===== src/rtl/bufgctrl_switch_ctrl.sv =====
// Sequencer for one BUFGCTRL-style glitchless clock mux: disable old side, settle, enable new side, settle.
// Runs on a free-running control clock; optional automatic failover when the selected source stops.
module bufgctrl_switch_ctrl #(
  parameter int INIT_SEL      = 0,
  parameter int SETTLE_CYCLES = 4,
  parameter int CNT_W         = 8,
  parameter int AUTO_FAILOVER = 1,
  parameter int DEAD_CYCLES   = 16
) (
  input  logic       CLK,
  input  logic       RST,
  input  logic       REQ_VALID,
  input  logic       REQ_SEL,
  output logic       REQ_READY,
  output logic       ACK,
  output logic       ERR,
  output logic       FAILOVER,
  input  logic [1:0] CLK_ALIVE,
  output logic       CUR_SEL,
  output logic       BUSY,
  output logic       CE0,
  output logic       CE1,
  output logic       S0,
  output logic       S1,
  output logic       IGNORE0,
  output logic       IGNORE1
);

  localparam logic [1:0] ST_IDLE = 2'd0;
  localparam logic [1:0] ST_OFF  = 2'd1;
  localparam logic [1:0] ST_ON   = 2'd2;

  localparam logic [CNT_W-1:0] SETTLE_LAST = CNT_W'(SETTLE_CYCLES - 1);
  localparam logic [CNT_W-1:0] DEAD_MAX    = CNT_W'(DEAD_CYCLES);
  localparam logic [CNT_W-1:0] CNT_ONE     = CNT_W'(1);
  localparam logic             INIT_BIT    = (INIT_SEL != 0);
  localparam logic             FO_EN       = (AUTO_FAILOVER != 0);

  logic [1:0]       state;
  logic             cur_sel;
  logic             tgt;
  logic             is_fo;
  logic [1:0]       en;
  logic [1:0]       ign;
  logic [CNT_W-1:0] settle_cnt;
  logic [CNT_W-1:0] dead_cnt;
  logic             ack_q;
  logic             err_q;
  logic             fo_q;
  logic             busy_q;

  logic oth_sel;
  logic alive_cur;
  logic alive_oth;
  logic fo_trig;
  logic settle_done;
  logic tgt_dead;

  always_comb begin
    oth_sel     = ~cur_sel;
    alive_cur   = CLK_ALIVE[cur_sel];
    alive_oth   = CLK_ALIVE[oth_sel];
    // Failover pre-empts a request presented in the same cycle.
    fo_trig     = FO_EN && (state == ST_IDLE) && (dead_cnt == DEAD_MAX) && !alive_cur && alive_oth;
    settle_done = (settle_cnt == SETTLE_LAST);
    tgt_dead    = !CLK_ALIVE[tgt];
  end

  always_ff @(posedge CLK) begin
    if (RST) begin
      state      <= ST_IDLE;
      cur_sel    <= INIT_BIT;
      tgt        <= INIT_BIT;
      is_fo      <= 1'b0;
      en         <= INIT_BIT ? 2'b10 : 2'b01;
      ign        <= 2'b00;
      settle_cnt <= '0;
      dead_cnt   <= '0;
      ack_q      <= 1'b0;
      err_q      <= 1'b0;
      fo_q       <= 1'b0;
      busy_q     <= 1'b0;
    end else begin
      ack_q <= 1'b0;
      err_q <= 1'b0;
      fo_q  <= 1'b0;
      case (state)
        ST_IDLE: begin
          if (FO_EN) begin
            if (alive_cur) begin
              dead_cnt <= '0;
            end else if (dead_cnt != DEAD_MAX) begin
              dead_cnt <= dead_cnt + CNT_ONE;
            end
          end
          if (fo_trig) begin
            state       <= ST_OFF;
            busy_q      <= 1'b1;
            tgt         <= oth_sel;
            is_fo       <= 1'b1;
            en[cur_sel] <= 1'b0;
            ign[cur_sel] <= 1'b1;
            settle_cnt  <= '0;
          end else if (REQ_VALID) begin
            if (REQ_SEL == cur_sel) begin
              ack_q <= 1'b1;
            end else if (!CLK_ALIVE[REQ_SEL]) begin
              ack_q <= 1'b1;
              err_q <= 1'b1;
            end else begin
              state       <= ST_OFF;
              busy_q      <= 1'b1;
              tgt         <= REQ_SEL;
              is_fo       <= 1'b0;
              en[cur_sel] <= 1'b0;
              settle_cnt  <= '0;
            end
          end
        end
        ST_OFF, ST_ON: begin
          if (tgt_dead) begin
            // Abort: fall back to the source that was running before the sequence.
            state    <= ST_IDLE;
            busy_q   <= 1'b0;
            en[tgt]  <= 1'b0;
            en[~tgt] <= 1'b1;
            ign      <= 2'b00;
            dead_cnt <= '0;
            if (!is_fo) begin
              ack_q <= 1'b1;
              err_q <= 1'b1;
            end
          end else if (settle_done) begin
            settle_cnt <= '0;
            if (state == ST_OFF) begin
              state   <= ST_ON;
              en[tgt] <= 1'b1;
            end else begin
              state    <= ST_IDLE;
              busy_q   <= 1'b0;
              cur_sel  <= tgt;
              ign      <= 2'b00;
              dead_cnt <= '0;
              if (is_fo) begin
                fo_q <= 1'b1;
              end else begin
                ack_q <= 1'b1;
              end
            end
          end else begin
            settle_cnt <= settle_cnt + CNT_ONE;
          end
        end
        default: begin
          state <= ST_IDLE;
        end
      endcase
    end
  end

  assign REQ_READY = (state == ST_IDLE);
  assign ACK       = ack_q;
  assign ERR       = err_q;
  assign FAILOVER  = fo_q;
  assign CUR_SEL   = cur_sel;
  assign BUSY      = busy_q;
  assign CE0       = en[0];
  assign S0        = en[0];
  assign CE1       = en[1];
  assign S1        = en[1];
  assign IGNORE0   = ign[0];
  assign IGNORE1   = ign[1];

endmodule

===== config.mk =====
export PLATFORM = sky130hd
export DESIGN_NAME = bufgctrl_switch_ctrl
export DESIGN_NICKNAME = d
export VERILOG_FILES = /design/src/rtl/bufgctrl_switch_ctrl.sv
export SDC_FILE = /design/constraint.sdc
export NUM_CORES = 1
export LEC_CHECK = 0
export BUFFER_PORTS_ARGS = -buffer_cell sky130_fd_sc_hd__buf_2
export CAP_MARGIN = 20
export CORE_ASPECT_RATIO = 0.5
export CORE_UTILIZATION = 58
export DETAILED_ROUTE_END_ITERATION = 10
export PLACE_DENSITY = 0.79
export SLEW_MARGIN = 20
export SYNTH_ARGS = -nofsm -noshare
export SYNTH_HDL_FRONTEND = slang
export SYNTH_SLANG_ARGS = --single-unit
export TNS_END_PERCENT = 1

===== constraint.sdc =====
create_clock -name CLK -period 2.6 [get_ports CLK]
set_clock_uncertainty 0.15 [all_clocks]
set_input_delay 0.52 -clock CLK [delete_from_list [all_inputs] [get_ports CLK]]
set_output_delay 0.52 -clock CLK [all_outputs]
set_load 0.005 [all_outputs]

==> impl_metrics.ini <==
[synthesis]
synth_compound_area_share_pct = 24.0
ys_seq_area_share_pct = 33.4
synthAdderAreaFrac_pct = 5.03
synth_nets = 219
ys_async_sr_fraction_pct = 0
synth_edf_count = 0
yosys.area_share.simple_pct = 24.8
synthesis.area_mm2 = 0.00174
muxShareOfSynthArea_pct = 4.24
syn_area_per_cell_um2 = 8.45
yosysWarnings = 0
synth_cells = 206
synth_ff_type = dfxtp_1
ys_ff_latch = 29
synth-xor-area-share_pct = 2.52
synth_top_family_by_area = simple AND/OR/NAND/NOR gates
ys_types = 58

[global_route]
antenna_found_initial = 0
track_usage_pct = 27.4
grt_max_degree = 26
grt_pass1_vias = 1370
grt_pass1_wl_um = 6340
grt_overflow_total = 0

[run]
maxCapViolations = 0

[critical_path]
rr_worst_depth = 6
cp-start-kind = register
reg2reg_slack_ns = 0.23
worstPathMaxFanout = 10
crit_chain = inv_1 > ha_1 > clkinv_1 > o221ai_2 > or4_1 > a21oi_1
critPathMaxStageDelay_ns = 0.50
cp.arrival_ns = 2.37
cp.depth = 6
r2r-start = state[0]
endpoint_kind = register
timing.rr.end = settle_cnt[7]
slowest_stage = ha_1
critPathBufInv = 2
worst-setup-path-type = reg -> reg
cp.required_ns = 2.60
crit_start = state[0]
crit_family = compound AO/OA/AOI/OAI gates
endpoint = settle_cnt[7]

[clock_tree]
cts_sinks = 29
cts_setup_buffers = 0
cts_hold_buf = 0
ctsHtreeMaxLevel = 2
clockBufferDepth = 2
clk_pin_slew_ns = 0.06
cts_tree = built
insertion_delay_ns = 0.28
cts_root_buf = clkbuf_8
cts_made_buffers = 5
cts-resized-gates = 0

[finish]
diodes = 0
syn_to_final_growth_pct = 10.6
fin_util_pct = 70.8
final_common_cell = dfxtp_1
fillers = 205
seq_area_um2 = 581
layout_common_cells = 29 x dfxtp_1, 18 x nor2_1, 17 x buf_2, 16 x nand2_1, 14 x a21oi_1
layout-drive-gt1-share_pct = 19.8
multi_input_area_mm2 = 0.00105
fin_nets = 235

[sta]
tightest_slew_ns = 0.479
post-route-period-util_pct = 91.3
min_period_ns = 2.37
hold_viol_final = 0
tns_ns = 0
grt_setup_unrepaired = no
maxSlewHeadroom_pct = 67.7
finalSetupViolCount = 0
fmax_ghz = 0.421
finalMaxSlewViolations = 0

[pwr]
power_leakage_nw = 0.714
peakVddDrop_uv = 360
cellPowerDensity_mw_per_mm2 = 612

[floorplan]
pin_count = 18
coreArea_mm2 = 0.00272
die_h_um = 40.7
initial_core_util_pct = 64.1
rows = 13
die_x_um = 79.5
dieArea_mm2 = 0.00324

[detailed_routing]
via_per_inst = 6.29
dr.pass1.iters = 5
wl_um = 4160
drt-initial-drc-count = 136
postRouteAntennaNets = 0
drc_errors = 0
vias = 1629
drt-wirelength-per-cell_um = 16.1

[outcome]
status = finished, final reports clean

[placed_design]
dp_hpwl_um = 2930
gp_congestion = 0.864
port-buffer-count = 17

[worst_hold_path]
worstHoldStart = state[1]
min_path_type = reg -> reg
[layout make-up]
class	count	area share, %
Sequential cell	29	30.2
Tap cell	37	2.41
Inverter	9	1.76
Clock buffer	7	4.49
Multi-Input combinational cell	155	54.8
Timing Repair Buffer	22	6.37
[stage by stage]
stage	instance area (um2)	cells	setup WS [ns]	power [W]	hold slack (ns)
final	1920	259	0.226	0.00118	0.333
after global routing	1920	259	0.0128	0.00124	0.356
after CTS	1920	259	0.252	0.00118	0.330
after detailed placement	1840	252	0.257	0.000801	0.320
after global placement	1840	252	0.359	0.000792	0.306
after floorplan	1740	206	0.465	0.000717	0.299
[worst min-delay path by stage]
stage,depth (start not counted),endpoint
floorplan,2,state[1]
global placement,1,BUSY
detailed placement,2,state[1]
CTS,2,state[1]
global route,2,settle_cnt[1]
finish,2,state[1]
[cell families after synthesis]
logic type | count (synthesis)
and+or+nand+nor | 80
AOI/OAI and AO/OA | 56
DFF | 29
buffers and inverters | 22
muxes | 7
adders and majority gates | 7
xor gates and xnor gates | 5
[Yosys cell counts (all sizes together), types with 2 or more instances]
library cell / n / area (um2)
a21oi: 14 / 70.1
a311oi: 4 / 35.0
a31o: 4 / 35.0
a41o: 2 / 21.3
a41oi: 4 / 35.0
and3: 3 / 18.8
buf: 10 / 60.1
clkbuf: 3 / 11.3
dfxtp: 29 / 581
ha: 7 / 87.6
inv: 8 / 30.0
mux2: 3 / 33.8
mux2i: 4 / 40.0
nand2: 16 / 60.1
nand3: 8 / 40.0
nand3b: 2 / 15.0
nand4: 5 / 31.3
nor2: 18 / 67.6
nor2b: 2 / 12.5
nor3: 8 / 40.0
nor4: 2 / 12.5
nor4b: 2 / 23.8
o211ai: 2 / 20.0
o21ai: 14 / 73.8
o221ai: 2 / 23.8
o311ai: 2 / 35.0
or2: 3 / 18.8
or3: 3 / 18.8
or4: 2 / 15.0
xor2: 4 / 35.0
[where the power goes]
part           leakage, nW  switching [W]  internal (W)
Clock               0.0443       0.000168      0.000210
Sequential           0.235      0.0000174      0.000467
Combinational        0.435       0.000194      0.000121
[metal layers]
metal  up-vias  share of wire (%)  routed length [um]  track usage (%)
li1        801                  -                   -                -
met1       763                 47                1970             34.8
met2        60                 45                1850             44.2
met3         5                7.4                 306             7.56
met4         0               0.77                  32             13.6
met5         -                  0                   0                0
[registers in the layout (all words and copies together) (netlist names)]
| signal | flops |
|---|---|
| ACK | 1 |
| ign | 2 |
| is_fo | 1 |
| dead_cnt | 8 |
| FAILOVER | 1 |
| BUSY | 1 |
| CUR_SEL | 1 |
| en | 2 |
| ERR | 1 |
| settle_cnt | 8 |
| state | 2 |
| tgt | 1 |
[worst reg2reg max path: cells and delay by family (launching register included)]
family	cells	cell delay, ns
fa+ha+maj	1	0.50
flops	1	0.39
buf+inv	2	0.48
compound gates	2	0.54
simple gates	1	0.18
Power figures use the tool's default switching activity.
